File: src/rtl/collision_scheduler.sv
// Time-multiplexed collision controller: one scan per frame over all stairs, then the
// monster, then the bullet, through a single shared box-overlap comparator.
module collision_scheduler #(
   parameter int unsigned N_STAIR       = 14,
   parameter int unsigned IDX_W         = 4,
   parameter int unsigned MON_SIZE      = 39,
   parameter int unsigned STAIR_TOL     = 5,
   parameter int unsigned FALL_STEP_MAX = 50,
   parameter int unsigned BEAT_STEP_MAX = 100
) (
   input  logic                    Clk,
   input  logic                    Reset,
   input  logic                    frame_clk,
   input  logic [9:0]              BallX,
   input  logic [9:0]              BallY,
   input  logic [9:0]              BallS,
   input  logic [9:0]              Ball_y_step,
   input  logic [N_STAIR-1:0][9:0] StairX,
   input  logic [N_STAIR-1:0][9:0] StairY,
   input  logic [9:0]              StairS,
   input  logic [9:0]              MonsterX,
   input  logic [9:0]              MonsterY,
   input  logic                    appear,
   input  logic [9:0]              BulletX,
   input  logic [9:0]              BulletY,
   input  logic [9:0]              BulletS,
   input  logic                    fly,
   output logic                    busy,
   output logic                    result_valid,
   output logic                    collision,
   output logic [IDX_W-1:0]        stair_idx,
   output logic                    dead,
   output logic                    beat_monster,
   output logic                    hit,
   output logic                    overrun
);

   localparam logic [2:0] S_IDLE    = 3'd0;
   localparam logic [2:0] S_STAIR   = 3'd1;
   localparam logic [2:0] S_MONSTER = 3'd2;
   localparam logic [2:0] S_BULLET  = 3'd3;
   localparam logic [2:0] S_DONE    = 3'd4;

   localparam logic [9:0]       MonSize  = 10'(MON_SIZE);
   localparam logic [9:0]       StairTol = 10'(STAIR_TOL);
   localparam logic [9:0]       FallMax  = 10'(FALL_STEP_MAX);
   localparam logic [9:0]       BeatMax  = 10'(BEAT_STEP_MAX);
   localparam logic [IDX_W-1:0] LastIdx  = IDX_W'(N_STAIR - 1);

   logic [2:0]       state_q, state_d;
   logic             fc_q;
   logic             pending_q, pending_d;
   logic             overrun_q, overrun_d;
   logic [IDX_W-1:0] idx_q, idx_d;
   logic             found_q, found_d;
   logic [IDX_W-1:0] sidx_nxt_q, sidx_nxt_d;
   logic             beat_nxt_q, beat_nxt_d;
   logic             dead_nxt_q, dead_nxt_d;
   logic             collision_q, dead_q, beat_q, hit_q;
   logic [IDX_W-1:0] stair_idx_q;
   logic             latch, load_out;

   // Frame snapshot
   logic [9:0]              bx_q, by_q, bs_q, step_q;
   logic [N_STAIR-1:0][9:0] sx_q, sy_q;
   logic [9:0]              ss_q, mx_q, my_q, ux_q, uy_q, us_q;
   logic                    appear_q, fly_q;

   logic fr_edge, busy_w;
   logic [9:0] cur_sx, cur_sy, ball_r, ball_l, foot, st_l, st_r, st_lo, st_hi;
   logic stair_hit;
   logic [9:0] ox, oy, os, o_r, o_l, o_b, o_t, m_r, m_b;
   logic box_qual, box_hit;

   assign fr_edge = frame_clk & ~fc_q;
   assign busy_w  = (state_q != S_IDLE);

   always_comb begin
      cur_sx    = sx_q[idx_q];
      cur_sy    = sy_q[idx_q];
      ball_r    = bx_q + bs_q;
      ball_l    = bx_q - bs_q;
      foot      = by_q + bs_q + step_q;
      st_l      = cur_sx - ss_q;
      st_r      = cur_sx + ss_q;
      st_lo     = cur_sy - StairTol;
      st_hi     = cur_sy + StairTol;
      stair_hit = (step_q < FallMax) && (ball_r >= st_l) && (ball_l <= st_r) &&
                  (st_lo <= foot) && (foot <= st_hi);
   end

   // Shared comparator: the doodler box in MONSTER, the bullet box in BULLET.
   always_comb begin
      if (state_q == S_BULLET) begin
         ox       = ux_q;
         oy       = uy_q;
         os       = us_q;
         box_qual = appear_q & fly_q;
      end else begin
         ox       = bx_q;
         oy       = by_q;
         os       = bs_q;
         box_qual = appear_q;
      end
      o_r     = ox + os;
      o_l     = ox - os;
      o_b     = oy + os;
      o_t     = oy - os;
      m_r     = mx_q + MonSize;
      m_b     = my_q + MonSize;
      box_hit = box_qual && (o_r > mx_q) && (o_l < m_r) && (o_b > my_q) && (o_t < m_b);
   end

   always_comb begin
      state_d    = state_q;
      pending_d  = pending_q;
      overrun_d  = overrun_q;
      idx_d      = idx_q;
      found_d    = found_q;
      sidx_nxt_d = sidx_nxt_q;
      beat_nxt_d = beat_nxt_q;
      dead_nxt_d = dead_nxt_q;
      latch      = 1'b0;
      load_out   = 1'b0;

      if (fr_edge && busy_w) begin
         if (pending_q) overrun_d = 1'b1;
         pending_d = 1'b1;
      end

      case (state_q)
         S_IDLE: begin
            if (fr_edge || pending_q) begin
               latch      = 1'b1;
               idx_d      = '0;
               found_d    = 1'b0;
               sidx_nxt_d = '0;
               state_d    = S_STAIR;
               // An edge arriving while a queued frame is consumed stays queued.
               pending_d  = pending_q & fr_edge;
            end
         end
         S_STAIR: begin
            if (stair_hit && !found_q) begin
               found_d    = 1'b1;
               sidx_nxt_d = idx_q;
            end
            if (idx_q == LastIdx) state_d = S_MONSTER;
            else                  idx_d   = idx_q + IDX_W'(1);
         end
         S_MONSTER: begin
            beat_nxt_d = box_hit & (step_q < BeatMax);
            dead_nxt_d = box_hit & ~(step_q < BeatMax);
            state_d    = S_BULLET;
         end
         S_BULLET: begin
            load_out = 1'b1;
            state_d  = S_DONE;
         end
         S_DONE: begin
            // A frame queued earlier in the scan restarts straight from DONE.
            if (pending_q) begin
               latch      = 1'b1;
               idx_d      = '0;
               found_d    = 1'b0;
               sidx_nxt_d = '0;
               state_d    = S_STAIR;
               pending_d  = fr_edge;
            end else begin
               state_d = S_IDLE;
            end
         end
         default: state_d = S_IDLE;
      endcase
   end

   always_ff @(posedge Clk) begin
      if (Reset) begin
         state_q     <= S_IDLE;
         fc_q        <= 1'b0;
         pending_q   <= 1'b0;
         overrun_q   <= 1'b0;
         idx_q       <= '0;
         found_q     <= 1'b0;
         sidx_nxt_q  <= '0;
         beat_nxt_q  <= 1'b0;
         dead_nxt_q  <= 1'b0;
         collision_q <= 1'b0;
         stair_idx_q <= '0;
         dead_q      <= 1'b0;
         beat_q      <= 1'b0;
         hit_q       <= 1'b0;
      end else begin
         state_q    <= state_d;
         fc_q       <= frame_clk;
         pending_q  <= pending_d;
         overrun_q  <= overrun_d;
         idx_q      <= idx_d;
         found_q    <= found_d;
         sidx_nxt_q <= sidx_nxt_d;
         beat_nxt_q <= beat_nxt_d;
         dead_nxt_q <= dead_nxt_d;
         if (load_out) begin
            collision_q <= found_q;
            stair_idx_q <= sidx_nxt_q;
            dead_q      <= dead_nxt_q;
            beat_q      <= beat_nxt_q;
            hit_q       <= box_hit;
         end
      end
   end

   always_ff @(posedge Clk) begin
      if (latch) begin
         bx_q     <= BallX;
         by_q     <= BallY;
         bs_q     <= BallS;
         step_q   <= Ball_y_step;
         sx_q     <= StairX;
         sy_q     <= StairY;
         ss_q     <= StairS;
         mx_q     <= MonsterX;
         my_q     <= MonsterY;
         appear_q <= appear;
         ux_q     <= BulletX;
         uy_q     <= BulletY;
         us_q     <= BulletS;
         fly_q    <= fly;
      end
   end

   assign busy         = busy_w;
   assign result_valid = (state_q == S_DONE);
   assign collision    = collision_q;
   assign stair_idx    = stair_idx_q;
   assign dead         = dead_q;
   assign beat_monster = beat_q;
   assign hit          = hit_q;
   assign overrun      = overrun_q;

endmodule

File: config.mk
export PLATFORM = sky130hd
export DESIGN_NAME = collision_scheduler
export DESIGN_NICKNAME = d
export VERILOG_FILES = /design/src/rtl/collision_scheduler.sv
export SDC_FILE = /design/constraint.sdc
export NUM_CORES = 1
export LEC_CHECK = 0
export CORE_MARGIN = 1
export CORE_UTILIZATION = 34
export CTS_CLUSTER_SIZE = 10
export DETAILED_ROUTE_END_ITERATION = 10
export DONT_BUFFER_PORTS = 1
export PLACE_DENSITY_LB_ADDON = 0.08
export SYNTH_ARGS = -nofsm -noshare
export SYNTH_HDL_FRONTEND = slang
export SYNTH_SLANG_ARGS = --single-unit
File: constraint.sdc
create_clock -name Clk -period 42.9 [get_ports Clk]
set_input_delay 2.145 -clock Clk [delete_from_list [all_inputs] [get_ports Clk]]
set_output_delay 2.145 -clock Clk [all_outputs]
set_load 0.005 [all_outputs]
=== Yosys cells after proc, flatten, opt, wreduce, memory -nomap -nowiden ===
Cells that the tools add are included.

* Flip-flop bits (word level): 407
* Bits in latches: 0
* Bits in writable memories: 0
* Bits in read-only memories: 0
* Input bits: 385
* Word-level logic and storage cells: 146
* Memories kept: 0

* $add $sub $neg: 15
* Multipliers: 0
* Div/mod/pow operators: 0
* Magnitude comparators: 11
* Equality and inequality tests: 10
* Shift operators: 0
* Muxes and demuxes: 30
* Bitwise logic cells: 7
* Reductions and logical operators: 19

{| class="wikitable"
|+ Operators with widths
! operator !! number
|-
| 10-bit binary-select mux with 4-bit select || 2
|-
| 10-bit adder || 6
|-
| 10-bit 2-to-1 mux || 5
|-
| 10-bit subtractor || 4
|-
| 10-bit less-or-equal comparator || 3
|-
| 4-bit one-hot mux with 3 select lines || 2
|-
| 10-bit by 6-bit adder with 10-bit output (second input constant) || 2
|-
| 10-bit greater-than comparator || 2
|-
| 10-bit less-than comparator || 2
|-
| 4-bit 2-to-1 mux || 4
|-
| 3-bit one-hot mux with 5 select lines || 1
|-
| 1-bit 2-to-1 mux || 11
|-
| 10-bit by 3-bit adder with 10-bit output (second input constant) || 1
|-
| 10-bit >= comparator || 1
|-
| 1-bit logical AND || 10
|-
| 10-bit by 6-bit less-than comparator with 1-bit output (second input constant) || 1
|-
| 10-bit by 7-bit less-than comparator with 1-bit output (second input constant) || 1
|-
| 10-bit by 3-bit subtractor with 10-bit output (second input constant) || 1
|-
| 2-bit != test (second input constant) || 4
|-
| 4-bit AND reduction || 2
|-
| 3-bit by 2-bit == test with 1-bit output (second input constant) || 2
|-
| 3-bit 2-to-1 mux || 2
|-
| 3-bit nonzero test || 2
|-
| 1-bit AND || 5
|-
| other kinds (13) || 16
|}

=== Logic depth before layout (Yosys ltp) ===
* Word-level depth: 11
* Mapped depth: 27
* Gate-level depth less buffers: 23

=== Worst setup path after synthesis ===
No wires, ideal clock.

* Path kind: input port to flip-flop
* From: input port frame_clk
* To: register idx_q[3]
* Setup time: 1.151 ns
* Arrival: 30.820 ns
* Slack: 10.929 ns
* Stages on the path: 7
* Path buffers: 0
* Path through: nor2b_1 > a21oi_1 > nor3_1 > o21bai_1 > nand4_1 > xnor2_1 > nor3_1

* Cells in the longest elaborated chain, start to end: 4

{| class="wikitable"
|+ RTL lines
! item !! RTL line !! RTL
|-
| start: declaration || 13 || <nowiki>input logic frame_clk,</nowiki>
|-
| 1-bit AND || 75 || <nowiki>assign fr_edge = frame_clk & ~fc_q;</nowiki>
|-
| 1-bit logical OR || 133 || <nowiki>if (fr_edge || pending_q) begin</nowiki>
|-
| 2-bit != test (no source line) || n/a ||
|-
| 4-bit AND reduction (no source line) || n/a ||
|-
| end signal: assignment || 198 || <nowiki>idx_q <= idx_d;</nowiki>
|-
| end: declaration || 54 || <nowiki>logic [IDX_W-1:0] idx_q, idx_d;</nowiki>
|}

No other way between the ends.
A chain may end at the register's enable or synchronous reset.

=== Worst setup path in the final report ===
* From: register idx_q[0]
* To: register sidx_nxt_q[3]

* Cells in the longest elaborated chain, start to end: 11
* Elaborated cells on any way between the ends: 19

{| class="wikitable"
|+ RTL lines
! item !! RTL line !! RTL
|-
| 10-bit binary-select mux with 4-bit select || 79 || <nowiki>cur_sx = sx_q[idx_q];</nowiki>
|-
| 10-bit 2-to-1 mux (not written as such) || 79 ||
|-
| 10-bit subtractor || 84 || <nowiki>st_l = cur_sx - ss_q;</nowiki>
|-
| 10-bit >= comparator || 88 || <nowiki>stair_hit = (step_q < FallMax) && (ball_r >= st_l) && (ball_l <= st_r) &&</nowiki>
|-
| 1-bit logical AND (3 in series) || 88 ||
|-
| 1-bit logical AND (*) || 89 || <nowiki>(st_lo <= foot) && (foot <= st_hi);</nowiki>
|-
| 1-bit logical AND (*) || 144 || <nowiki>if (stair_hit && !found_q) begin</nowiki>
|-
| 2-bit != test (no source line) (*) || n/a ||
|-
| 4-bit AND reduction (no source line) (*) || n/a ||
|-
| end signal: assignment || 200 || <nowiki>sidx_nxt_q <= sidx_nxt_d;</nowiki>
|-
| end: declaration || 56 || <nowiki>logic [IDX_W-1:0] sidx_nxt_q, sidx_nxt_d;</nowiki>
|}

Every way passes the cells marked *; elsewhere a longest branch is shown, timed or not. The select of a mux whose other input is x is not followed.

==> impl_metrics.json <==
{
  "cp_cell_sequence": "buf_4 > mux4_2 > nand2_1 > o21ai_0 > nand2_1 > o21a_1 > inv_1 > ha_1 > nand2b_1 > a21oi_1 > o21ai_0 > a21oi_1 > o41ai_1 > xnor2_1 > ha_1 > a21o_1 > a21oi_1 > nor2b_1 > o22ai_1 > o311ai_0 > a2111oi_2 > mux2i_1",
  "power_frac_seq": 0.447,
  "drt_iter0_drc": 767,
  "p_sw_frac": 0.278,
  "status": "finished clean",
  "crit_top_cell": "a21oi_1",
  "clock_skew_ns": 0.0203,
  "drive_above_1_share": 0.0820,
  "syn_area_um2": 20800,
  "min_period_ns": 5.77,
  "synth_edf_count": 382,
  "drv_slew": 0,
  "cp_slowest_cell": "a2111oi_2",
  "cts.sink_count": 407,
  "avgViaCountPerCell": 5.06,
  "tns_ns": 0,
  "ir_drop_mv": 0.0324,
  "worst-endpoint-required_ns": 43.42,
  "syn_inst": 1540,
  "p_leak_uw": 0.00855,
  "worst_hold_slack_ns": 0.450,
  "ys_ff_latch": 407,
  "crit_fanout": 38,
  "arrival_ns": 6.30,
  "tightest_slew_ns": 1.14,
  "initial_core_util": 0.345,
  "routed_wl_um": 56800,
  "switchingPower_uw": 302,
  "cts_buffer_depth": 3,
  "hold_viol": 0,
  "pin_count": 396,
  "intPower_uw": 784,
  "num_rows": 90,
  "combPwrFrac": 0.210,
  "hpwl_um": 43800,
  "grt_usage": 0.183,
  "num_vias": 12000,
  "largest_registers": "sx_q: 140 flops, sy_q: 140 flops",
  "grt_max_degree": 132,
  "grt_pass1_vias": 12900,
  "cp-end-kind": "flip-flop",
  "ys_seq_area_frac": 0.574,
  "synth.area.top_cells": "edfxtp_1 (55%), ha_1 (9.8%), mux4_2 (5.5%)",
  "grt_setup_unrepaired": "false",
  "yosys.area.top_type": "edfxtp_1",
  "cts_hold_buf": 0,
  "antenna_found_initial": 16,
  "syn_area_per_cell_um2": 13.5,
  "htreeDepth": 2,
  "synth_top_area_frac": 0.550,
  "grt_pass1_wl_um": 84000,
  "fmax_mhz": 173,
  "worst-setup-path-type": "reg2reg",
  "die-area_um2": 62300,
  "clockPowerShare": 0.343,
  "drc": 0,
  "drt-pass1-iter-count": 5,
  "die_w_um": 250,
  "fin_ws_ns": 37.13,
  "gr-total-overflow": 0,
  "cts_root_buffer": "clkbuf_16",
  "crit_buf_inv": 2,
  "async_flop_share": 0,
  "area_delta_synth_final_pct": 11.0,
  "ctsResizeCount": 0,
  "clock_latency_ns": 0.59,
  "synth_nets": 2107,
  "cts_made_buffers": 48,
  "postRouteAntennaNets": 0,
  "final-setup-viol-count": 0,
  "wire_per_inst_um": 23.9,
  "maxCapViolations": 0,
  "die_height_um": 250,
  "min_period_over_period": 0.135,
  "tritoncts": "built",
  "postCtsSetupBuffers": 0,
  "cp_top_family": "compound AO/OA/AOI/OAI gates",
  "synth_warnings": 0,
  "hold_path.class": "reg2reg",
  "num-nets-final": 2123,
  "synth_ff_type": "edfxtp_1",
  "yosysUniqueCellTypes": 62,
  "power_density_nw_per_um2": 46.9,
  "io_buffers": 0,
  "clk_transition_reported_paths_ns": 0.06,
  "relSlewSlack": 0.242,
  "max_stage_delay_ns": 0.79,
  "routabilityCongestion": 0.817,
  "place_ws_ns": 37.05,
  "worstSetupStartpointType": "flip-flop",
  "coreArea_um2": 60500
}
==> layout make-up <==
| cell class | instances | area (µm²) |
|---|---|---|
| fillers | 5595 | 37300 |
| flip-flops and latches | 407 | 12000 |
| multi-input cells | 968 | 8200 |
| clock buffers | 74 | 1350 |
| well taps | 782 | 978 |
| inverters | 118 | 443 |
| repair buffers | 13 | 110 |
| clock inverters | 5 | 63.8 |
| diodes | 8 | 20.0 |
==> power by group through the flow <==
stage / combinational [µW] / sequential, µW / clock, µW
after floorplan: 174 / 516 / 0
after global placement: 229 / 494 / 0
after detailed placement: 231 / 494 / 0
after CTS: 233 / 486 / 384
after global routing: 259 / 489 / 398
final: 228 / 486 / 372
==> stage by stage <==
stage,util,total power (µW),cells,cell area (µm²)
2_1_floorplan,-,690,1540,20800
4_1_cts,0.382,1100,2367,23100
5_1_grt,0.382,1150,2370,23100
3_5_place_dp,0.359,725,2288,21700
3_3_place_gp,0.359,723,2288,21700
6_report,0.383,1090,2375,23100
==> cell usage after synthesis, types with 10 or more instances <==
cell type	instances
dfxtp_1	25
o21ai_0	51
a21o_1	39
ha_1	164
xnor2_1	80
mux4_2	51
fa_1	18
o21bai_1	17
clkbuf_1	27
o21ai_1	10
a21oi_1	97
o21a_1	12
nor2b_1	14
nor3_1	17
edfxtp_1	382
xor2_1	26
mux2i_1	51
inv_1	117
nand4_1	14
nor2_1	57
nand2_1	126
o22ai_1	10
==> per-layer routing <==
metal  global-route usage  part of all wire  up-vias
li1                     -                 -     5783
met1                0.214              0.40     5844
met2                0.326              0.51      284
met3               0.0514             0.059       89
met4               0.0519             0.022       16
met5                    0            0.0018        -
==> cell usage in the layout (no fill, tap or decap), drive strengths merged, types with 4 or more instances in the layout <==
master,n
buf,13
ha,164
clkinv,4
diode,8
o211ai,5
o311ai,7
a21oi,97
o31ai,9
inv,119
clkbuf,74
o21bai,17
or4,6
nor4,7
nand2,126
nor3,17
fa,18
and3,6
or3,5
nand3,7
a211oi,5
and2,4
edfxtp,382
o21ai,61
a31oi,7
nor2,57
o221ai,8
xnor2,80
o21a,12
a21o,39
and4,4
xor2,26
nand2b,9
nand4,14
o22ai,10
dfxtp,25
nor2b,14
mux4,51
mux2i,51
==> tightest hold or removal path, cell delays in order (launching register included) <==
cell     delay, ns
dfxtp_1       0.31
nand2_1       0.05
a21oi_1       0.05
==> cell families (layout without fill, tap and decap cells) <==
family	Yosys count	after routing	synth area share
other	0	8	0
muxes	102	102	0.0796
xor gates and xnor gates	106	106	0.0445
adders and majority gates	182	182	0.116
AOI/OAI and AO/OA	296	296	0.0895
DFF	407	407	0.574
buffers and inverters	165	210	0.0325
and+or+nand+nor	282	282	0.0637
==> final timing paths <==
| kind | from | end | slack (ns) | cells after the start |
|---|---|---|---|---|
| worst min register to register | sidx_nxt_q[2] | stair_idx[2] | 0.45 | 2 |
| worst max-delay path | idx_q[0] | sidx_nxt_q[3] | 37.13 | 22 |
| worst min-delay path | sidx_nxt_q[2] | stair_idx[2] | 0.45 | 2 |
| worst max register to register | idx_q[0] | sidx_nxt_q[3] | 37.13 | 22 |
(Power assumes the default switching activity.)
